<file path="config.mk">
export PLATFORM = sky130hd
export DESIGN_NAME = i2c_req_arbiter
export DESIGN_NICKNAME = d
export VERILOG_FILES = /design/src/rtl/i2c_req_arbiter.sv
export SDC_FILE = /design/constraint.sdc
export NUM_CORES = 1
export LEC_CHECK = 0
export CAP_MARGIN = 15
export CORE_MARGIN = 4
export CORE_UTILIZATION = 47
export DETAILED_ROUTE_END_ITERATION = 16
export PLACE_DENSITY = 0.8
export RECOVER_POWER = 100
export REMOVE_ABC_BUFFERS = 1
export SLEW_MARGIN = 5
export SYNTH_ARGS = -nofsm -noshare
export SYNTH_HDL_FRONTEND = slang
export SYNTH_SLANG_ARGS = --single-unit
</file>
<file path="constraint.sdc">
create_clock -name clk -period 4.9 [get_ports clk]
set_clock_uncertainty 0.05 [all_clocks]
set_input_delay 0.735 -clock clk [delete_from_list [all_inputs] [get_ports clk]]
set_output_delay 0.735 -clock clk [all_outputs]
set_load 0.005 [all_outputs]
</file>
<file path="src/rtl/i2c_req_arbiter.sv">
// Two-requester front end for a single-byte I2C master: round-robin grant,
// ena/busy handshake sequencing, and a per-state watchdog abort.
module i2c_req_arbiter #(
  parameter int unsigned TIMEOUT_CYCLES = 200000,
  parameter int unsigned TO_W           = 18
) (
  input  logic       clk,
  input  logic       reset,
  input  logic       req0_valid,
  input  logic [6:0] req0_addr,
  input  logic       req0_rw,
  input  logic [7:0] req0_wdata,
  output logic       req0_ready,
  output logic       req0_done,
  output logic [7:0] req0_rdata,
  output logic       req0_err,
  input  logic       req1_valid,
  input  logic [6:0] req1_addr,
  input  logic       req1_rw,
  input  logic [7:0] req1_wdata,
  output logic       req1_ready,
  output logic       req1_done,
  output logic [7:0] req1_rdata,
  output logic       req1_err,
  output logic       m_ena,
  output logic [6:0] m_addr,
  output logic       m_rw,
  output logic [7:0] m_data_wr,
  input  logic       m_busy,
  input  logic [7:0] m_data_rd,
  input  logic       m_ack_error,
  output logic       timeout
);

  typedef enum logic [1:0] {StIdle, StIssue, StWait, StDone} state_e;

  localparam logic [TO_W-1:0] CntLast = TO_W'(TIMEOUT_CYCLES - 1);

  state_e          state_q, state_d;
  logic [TO_W-1:0] cnt_q, cnt_d;
  logic            gnt_q, gnt_d;
  logic            last_q, last_d;
  logic [6:0]      addr_q, addr_d;
  logic            rw_q, rw_d;
  logic [7:0]      wdata_q, wdata_d;
  logic [7:0]      rdata0_q, rdata0_d, rdata1_q, rdata1_d;
  logic            err0_q, err0_d, err1_q, err1_d;
  logic            timeout_q, timeout_d;

  logic            grant_any;
  logic            grant_id;
  logic            load;
  logic [7:0]      res_data;
  logic            res_err;

  // With both valid, the one not served last wins; otherwise the lone requester.
  assign grant_any = req0_valid | req1_valid;
  assign grant_id  = (req0_valid && req1_valid) ? ~last_q : req1_valid;

  always_comb begin
    state_d   = state_q;
    cnt_d     = cnt_q;
    gnt_d     = gnt_q;
    last_d    = last_q;
    addr_d    = addr_q;
    rw_d      = rw_q;
    wdata_d   = wdata_q;
    timeout_d = timeout_q;
    load      = 1'b0;
    res_data  = 8'h00;
    res_err   = 1'b0;
    unique case (state_q)
      StIdle: begin
        if (grant_any) begin
          state_d = StIssue;
          cnt_d   = '0;
          gnt_d   = grant_id;
          last_d  = grant_id;
          addr_d  = grant_id ? req1_addr  : req0_addr;
          rw_d    = grant_id ? req1_rw    : req0_rw;
          wdata_d = grant_id ? req1_wdata : req0_wdata;
        end
      end
      StIssue: begin
        if (m_busy) begin
          state_d = StWait;
          cnt_d   = '0;
        end else if (cnt_q == CntLast) begin
          state_d   = StDone;
          load      = 1'b1;
          res_err   = 1'b1;
          timeout_d = 1'b1;
        end else begin
          cnt_d = cnt_q + TO_W'(1);
        end
      end
      StWait: begin
        if (!m_busy) begin
          state_d  = StDone;
          load     = 1'b1;
          res_data = m_data_rd;
          res_err  = m_ack_error;
        end else if (cnt_q == CntLast) begin
          state_d   = StDone;
          load      = 1'b1;
          res_err   = 1'b1;
          timeout_d = 1'b1;
        end else begin
          cnt_d = cnt_q + TO_W'(1);
        end
      end
      StDone: begin
        state_d = StIdle;
      end
      default: begin
        state_d = StIdle;
      end
    endcase
  end

  // Results land in the granted requester's registers on entry to DONE and hold there.
  always_comb begin
    rdata0_d = rdata0_q;
    err0_d   = err0_q;
    rdata1_d = rdata1_q;
    err1_d   = err1_q;
    if (load) begin
      if (gnt_q) begin
        rdata1_d = res_data;
        err1_d   = res_err;
      end else begin
        rdata0_d = res_data;
        err0_d   = res_err;
      end
    end
  end

  always_ff @(posedge clk or posedge reset) begin
    if (reset) begin
      state_q   <= StIdle;
      cnt_q     <= '0;
      gnt_q     <= 1'b0;
      last_q    <= 1'b1;
      addr_q    <= 7'h00;
      rw_q      <= 1'b0;
      wdata_q   <= 8'h00;
      rdata0_q  <= 8'h00;
      err0_q    <= 1'b0;
      rdata1_q  <= 8'h00;
      err1_q    <= 1'b0;
      timeout_q <= 1'b0;
    end else begin
      state_q   <= state_d;
      cnt_q     <= cnt_d;
      gnt_q     <= gnt_d;
      last_q    <= last_d;
      addr_q    <= addr_d;
      rw_q      <= rw_d;
      wdata_q   <= wdata_d;
      rdata0_q  <= rdata0_d;
      err0_q    <= err0_d;
      rdata1_q  <= rdata1_d;
      err1_q    <= err1_d;
      timeout_q <= timeout_d;
    end
  end

  // ready is gated by reset so no grant is signalled while reset is held.
  assign req0_ready = (state_q == StIdle) && !reset && grant_any && !grant_id;
  assign req1_ready = (state_q == StIdle) && !reset && grant_any && grant_id;
  assign req0_done  = (state_q == StDone) && !gnt_q;
  assign req1_done  = (state_q == StDone) && gnt_q;
  assign req0_rdata = rdata0_q;
  assign req0_err   = err0_q;
  assign req1_rdata = rdata1_q;
  assign req1_err   = err1_q;
  assign m_ena      = (state_q == StIssue);
  assign m_addr     = addr_q;
  assign m_rw       = rw_q;
  assign m_data_wr  = wdata_q;
  assign timeout    = timeout_q;

endmodule

</file>
==> qor.tcl, run 1 <==
set qor(status) {complete, no violations}
set qor(sequential_area_share_after_synthesis_pct) 48.76
set qor(cts_made_buffers) 9
set qor(placeableCoreArea_mm2) 0.005991
set qor(grt_setup_unrepaired) {no}
set qor(setup_viol) 0
set qor(cts_tree) {done}
set qor(floorplan.initialDensity_pct) 48.87
set qor(power.net_switching_uw) 534.5
set qor(chipWidth_um) 86.93
set qor(synth_adder_area_share_pct) 2.564
set qor(design.die.area_mm2) 0.007556
set qor(cts.clk_slew.worst_paths_ns) 0.06
set qor(worst_setup_path_end_kind) {output port}
set qor(diodes_inserted) 0
set qor(library_cells_used_by_synthesis) 53
set qor(wl_per_cell_um) 15.41
set qor(count_of_flip_flops_with_a_built_in_enable_after_synthesis) 0
set qor(synthesis.instances) 271
set qor(route.antenna.remaining_nets) 0
set qor(hpwl_um) 5085
set qor(chipHeight_um) 86.93
set qor(grt_max_degree) 58
set qor(dp_slack_ns) 1.690
set qor(synth_simple_gate_area_share_pct) 19.36
set qor(drt-total-wl_um) 6765
set qor(syn_avg_cell_area_um2) 10.80
set qor(synth-warning-count) 0
set qor(critPathRequiredTime_ns) 4.12
set qor(most-common-layout-cells) {dfrtp_1, clkdlybuf4s50_1, dlygate4sd3_1}
set qor(final-hold-violation-count) 0
set qor(worst_r2r_path_depth) 7
set qor(switching_part_of_the_total_power_pct) 32.35
set qor(most_common_library_cell_in_the_layout_ignoring_fill_and_taps) {dfrtp_1}
set qor(ys_seq_elements) 57
set qor(netlist_top_cells_area) {dfrtp_1, mux2i_1, o21ai_0}
set qor(clock_sinks) 57
set qor(leakagePower_uw) 0.001841
set qor(synth.top_cell.area_share_pct) 47.86
set qor(final_weighted_congestion_in_routability_driven_placement) 0.8299
set qor(reg2reg_slack_ns) 1.60
set qor(synth.cell_area_mm2) 0.002928
set qor(fin_area_mm2) 0.004015
set qor(grt_antenna_before_repair) 0
set qor(grt_pass1_wl_um) 11160
set qor(crit_path_start_kind) {input pin}
set qor(finalMaxSlewViolations) 0
set qor(timing_worst_setup_path_type) {in -> out}
set qor(whs_endpoint) {timeout}
set qor(cellInternalPower_uw) 1118
set qor(insertion_delay_ns) 0.33
set qor(layout-drive-gt1-share_pct) 10.16
set qor(post_cts_hold_buffer_count) 0
set qor(share_of_the_synthesized_area_in_compound_gates_ao_oa_aoi_oai_pct) 12.48
set qor(power-per-cell-area_mw_per_mm2) 411.5
set qor(pin_count) 86
set qor(post_synth_mux_area_share_pct) 12.39
set qor(critPathArrivalTime_ns) 3.11
set qor(cts.path.max_buffers) 2
set qor(achievable-frequency_mhz) 257.1
set qor(portBuffers) 85
set qor(max-slew-margin-rel_pct) 22.28
set qor(sequential_fraction_of_design_power_pct) 39.3
set qor(layout_overhead_on_the_synthesized_area_pct) 37.14
set qor(worstPathMaxFanout) 18
set qor(clock-root-buffer) {clkbuf_8}
set qor(hold_startpoint) {timeout}
set qor(layout_worst_path_cycle_share_pct) 79.39
set qor(grt.total_usage_pct) 18.93
set qor(first_iter_violations) 95
set qor(min_path_type) {reg -> reg}
set qor(min_path_cells) 1
set qor(r2r_start) {state_q[0]}
set qor(cts_resized) 0
set qor(postLayoutSetupSlackWorst_ns) 1.010
set qor(r2r-end) {cnt_q[3]}
set qor(cts_setup_buffers) 0
set qor(drc) 0
set qor(combinationalPowerShare_pct) 33.8
set qor(clkPwrFrac_pct) 26.9
set qor(ir_worst_vdd_uv) 275.8
set qor(htreeDepth) 3
set qor(globalRoute.totalOverflow) 0
set qor(yosys_most_used_dff) {dfrtp_1}
set qor(postSynth.asyncResetShare_pct) 100.0
set qor(yosysTopAreaCell) {dfrtp_1}
set qor(finalNetCount) 411
set qor(num_rows) 28
set qor(postPlaceCellArea_mm2) 0.003847
set qor(route.detailed.vias_per_inst) 5.376
set qor(max_cap_violations) 0
set qor(fin_setup_tns_ns) 0
set qor(detailedRoute.firstPassIterationCount) 4
set qor(finalWorstPathRequiredPeriod_ns) 3.890
set qor(worstMarginPinSlew_ns) 1.166
set qor(synth_top_family_by_area) {simple AND/OR/NAND/NOR gates}
set qor(synth-xor-area-share_pct) 1.795
set qor(grt_pass1_vias) 2426
set qor(detailroute.via_count) 2360
[power groups by stage]
stage	Combinational (uW)	Sequential, uW	Clock (uW)
floorplan	277	655	0
global placement	583	658	0
detailed placement	601	660	0
CTS	604	655	453
global route	622	665	477
finish	558	650	445
[cell families after synthesis]
family / Yosys count
compound gates: 60
mux: 34
simple gates: 91
flops: 57
buf+inv: 17
xor+xnor: 6
fa+ha+maj: 6
[final cells by class]
cell class	instances	area, um^2
clock inverters	5	53.80
clock buffers	11	151.4
flip-flops and latches	57	1428
multi-input cells	197	1396
well taps	75	93.84
fillers	472	1976
repair buffers	88	869.6
inverters	6	22.52
[sequential cells by signal, indices dropped and copies added (netlist names)]
register / cells
req0_err: 1
m_data_wr: 8
req1_rdata: 8
state_q: 2
m_addr: 7
timeout: 1
req1_err: 1
cnt_q: 18
m_rw: 1
gnt_q: 1
last_q: 1
req0_rdata: 8
[metal layers]
layer  wire length, um  track usage [%]  vias to the layer above  share of wire [%]
li1                  -                -                     1158                  -
met4                63            6.232                        0               0.93
met1              2925            23.63                     1119                 43
met3               573            7.001                        7                8.5
met2              3202            30.37                       76                 47
met5                 0                0                        -                  0
[cells in the mapped netlist (3+ instances only)]
| master | n |
|---|---|
| mux2_1 | 9 |
| o21ai_0 | 28 |
| nor2_1 | 12 |
| buf_2 | 5 |
| nand3_1 | 6 |
| inv_1 | 6 |
| and2_1 | 10 |
| or3_1 | 7 |
| mux2_2 | 9 |
| nand4_1 | 3 |
| mux2i_1 | 16 |
| nor2b_1 | 3 |
| clkbuf_1 | 4 |
| o211ai_1 | 6 |
| ha_1 | 6 |
| dfrtp_1 | 56 |
| xor2_1 | 5 |
| a21oi_1 | 8 |
| nand2_1 | 26 |
[metrics by stage]
stage	hold slack (ns)	util, %	instances	total power [uW]
5_1_grt	0.4219	67.02	439	1764
4_1_cts	0.4135	67.65	439	1712
6_report	0.4125	67.02	439	1652
3_3_place_gp	0.3973	64.22	423	1241
2_1_floorplan	0.3884	-	260	931.4
3_5_place_dp	0.3961	64.22	423	1261
[how the worst max path moves through the flow]
stage                    start          to  slack, ns  cells after the start
finish              req1_valid  req0_ready       1.01                      5
CTS                 req0_valid  req0_ready       1.69                      4
global route        req1_valid  req0_ready       0.86                      5
floorplan           req1_valid  req1_ready       1.18                      2
global placement    req0_valid  req0_ready       1.73                      4
detailed placement  req0_valid  req0_ready       1.69                      4
[critical path: stages]
cell	delay, ns
dlygate4sd3_1	0.65
a21boi_0	0.24
clkbuf_1	0.89
nor3_1	0.09
clkdlybuf4s50_1	0.50
(Power assumes the default switching activity.)
==> run 2: changes to the inputs <==
--- a/config.mk
+++ b/config.mk
@@ -7,9 +7,9 @@
 export LEC_CHECK = 0
 export CAP_MARGIN = 15
 export CORE_MARGIN = 4
-export CORE_UTILIZATION = 47
+export CORE_UTILIZATION = 43
 export DETAILED_ROUTE_END_ITERATION = 16
-export PLACE_DENSITY = 0.8
+export PLACE_DENSITY = 0.77
 export RECOVER_POWER = 100
 export REMOVE_ABC_BUFFERS = 1
 export SLEW_MARGIN = 5
==> constraint.sdc (replaced) <==
create_clock -name clk -period 3.5 [get_ports clk]
set_clock_uncertainty 0.05 [all_clocks]
set_input_delay 0.525 -clock clk [delete_from_list [all_inputs] [get_ports clk]]
set_output_delay 0.525 -clock clk [all_outputs]
set_load 0.005 [all_outputs]
==> run 2 against run 1 <==
Net effect: via count increased by 1.7%; utilization down 4.8 points; clock power grew 44%; critical path depth is the same; power rose by 40%; die area increased by 8.4%; global-route usage fell by 1.8 points; combinational power up 38%; first-iteration DRC count fell by 3.2%; sequential share of layout area decreased by 0.21 points.
==> qor.tcl, run 2 (synthesis results as in run 1) <==
set qor(cts_tree) {done} ;# unchanged
set qor(layout_overhead_on_the_synthesized_area_pct) 37.95 ;# was 37.14%
set qor(placeableCoreArea_mm2) 0.006495 ;# was 0.005991 mm^2
set qor(setup_viol) 0 ;# unchanged
set qor(insertion_delay_ns) 0.33 ;# about the same
set qor(layout_worst_path_cycle_share_pct) 81.39
set qor(chipWidth_um) 90.52 ;# was 86.93 um
set qor(wl_per_cell_um) 15.38 ;# was 15.41 um
set qor(grt_pass1_wl_um) 11410 ;# was 11160 um
set qor(route.detailed.vias_per_inst) 5.440 ;# was 5.376
set qor(detailedRoute.firstPassIterationCount) 4 ;# unchanged
set qor(design.die.area_mm2) 0.008193 ;# was 0.007556 mm^2
set qor(num_rows) 29 ;# was 28
set qor(hpwl_um) 5042 ;# was 5085 um
set qor(max-slew-margin-rel_pct) 8.773 ;# was 22.28%
set qor(detailroute.via_count) 2399 ;# was 2360
set qor(worstMarginPinSlew_ns) 1.368 ;# was 1.166 ns
set qor(first_iter_violations) 92 ;# was 95
set qor(largest_register_ffs) 18 ;# unchanged
set qor(pin_count) 86 ;# unchanged
set qor(grt_max_degree) 58 ;# unchanged
set qor(achievable-frequency_mhz) 351.0
set qor(critPathArrivalTime_ns) 2.27 ;# was 3.11 ns
set qor(fin_setup_tns_ns) 0 ;# unchanged
set qor(worstPathMaxFanout) 9 ;# was 18
set qor(crit_path_cell_trace) {inv_1 -> ha_1 -> o21ai_0 -> nor3b_1 -> dlygate4sd3_1} ;# was dlygate4sd3_1 -> a21boi_0 -> clkbuf_1 -> nor3_1 -> clkdlybuf4s50_1
set qor(critPathRequiredTime_ns) 2.92 ;# was 4.12 ns
set qor(post_cts_hold_buffer_count) 0 ;# unchanged
set qor(most_common_library_cell_in_the_layout_ignoring_fill_and_taps) {dfrtp_1} ;# unchanged
set qor(finalNetCount) 411 ;# unchanged
set qor(cts_resized) 0 ;# unchanged
set qor(finalMaxSlewViolations) 0 ;# unchanged
set qor(worst_setup_path_end_kind) {output port} ;# unchanged
set qor(final-hold-violation-count) 0 ;# unchanged
set qor(holdWs_ns) 0.4203 ;# was 0.4125 ns
set qor(most-common-layout-cells) {dfrtp_1, clkdlybuf4s50_1, dlygate4sd3_1} ;# unchanged
set qor(postLayoutSetupSlackWorst_ns) 0.6512 ;# was 1.010 ns
set qor(htreeDepth) 3 ;# unchanged
set qor(cpPeakStageDelay_ns) 0.60 ;# was 0.89 ns
set qor(diodes_inserted) 0 ;# unchanged
set qor(grt_setup_unrepaired) {no} ;# unchanged
set qor(cts_made_buffers) 9 ;# unchanged
set qor(grt_antenna_before_repair) 0 ;# unchanged
set qor(min_path_type) {reg -> reg} ;# unchanged
set qor(finalWorstPathRequiredPeriod_ns) 2.849
set qor(cts.clk_slew.worst_paths_ns) 0.06 ;# about the same
set qor(drc) 0 ;# unchanged
set qor(p_total_uw) 2314 ;# was 1652 uW
set qor(status) {complete, no violations} ;# unchanged
set qor(cts_setup_buffers) 0 ;# unchanged
set qor(cts.path.max_buffers) 2 ;# unchanged
set qor(crit_path_start_kind) {register} ;# was input pin
set qor(largest-register) {cnt_q} ;# unchanged
set qor(dp_slack_ns) 0.5604 ;# was 1.690 ns
set qor(ir_worst_vdd_uv) 368.5 ;# was 275.8 uV
set qor(floorplan.initialDensity_pct) 45.08 ;# was 48.87%
set qor(layout-drive-gt1-share_pct) 10.44 ;# was 10.16%
set qor(timing_worst_setup_path_type) {reg -> out} ;# was in -> out
set qor(clock-root-buffer) {clkbuf_8} ;# unchanged
set qor(route.antenna.remaining_nets) 0 ;# unchanged
set qor(leakagePower_uw) 0.001843 ;# was 0.001841 uW
set qor(clock_sinks) 57 ;# unchanged
set qor(grt_pass1_vias) 2440 ;# was 2426
set qor(chipHeight_um) 90.52 ;# was 86.93 um
set qor(power-per-cell-area_mw_per_mm2) 573.0 ;# was 411.5 mW/mm^2
set qor(drt-total-wl_um) 6783 ;# was 6765 um
set qor(max_cap_violations) 0 ;# unchanged
set qor(final_weighted_congestion_in_routability_driven_placement) 0.8493 ;# was 0.8299
set qor(grt.total_usage_pct) 17.15 ;# was 18.93%
set qor(cp_slowest_cell) {dlygate4sd3_1} ;# was clkbuf_1
set qor(portBuffers) 85 ;# unchanged
set qor(globalRoute.totalOverflow) 0 ;# unchanged
[run 2: worst max-delay path: cells and delay by family (launching register included)]
family,cells,cell delay [ns]
compound gates,1,0.23
fa+ha+maj,1,0.34
buf+inv,2,0.72
flops,1,0.46
simple gates,1,0.20
[run 2: power breakdown]
part / leakage (uW) / internal, uW / switching [uW]
Combinational: 0.000983 / 382 / 390
Sequential: 0.000758 / 813 / 90.0
Clock: 0.000103 / 368 / 271
Total: 0.00184 / 1560 / 751
[run 2: layout make-up]
cell class	count	area [um^2]
flip-flops and latches	57	1428
clock buffers	12	155.1
well taps	77	96.34
clock inverters	4	51.30
inverters	6	22.52
repair buffers	88	867.1
fillers	531	2456
multi-input cells	197	1419
[run 2: worst paths after layout]
| check | start | to | slack, ns | cells past startpoint |
|---|---|---|---|---|
| max in group asynchronous | reset | cnt_q[4] | 1.49 | 3 |
| max | state_q[1] | req1_ready | 0.65 | 5 |
| min | m_data_wr[0] | m_data_wr[0] | 0.42 | 2 |
| min in group asynchronous | reset | m_data_wr[7] | 1.09 | 3 |
| max reg2reg | state_q[0] | req1_rdata[6] | 0.73 | 7 |
| min reg2reg | m_data_wr[0] | m_data_wr[0] | 0.42 | 2 |
[run 2: stage by stage]
step           instances  util [%]  instance area, um^2
6_report             441     62.18                 4039
5_1_grt              441     62.18                 4039
4_1_cts              441     62.45                 4056
3_5_place_dp         425     59.28                 3850
3_3_place_gp         425     59.28                 3850
2_1_floorplan        260         -                 2873
[run 2: per-layer routing]
layer	track usage, %	vias to the layer above	wire, um	share of wire (%)
met5	0	-	0	0
met4	7.015	0	90	1.3
met3	6.167	11	590	8.7
met2	26.31	85	3205	47
met1	21.94	1145	2897	43
li1	-	1158	-	-
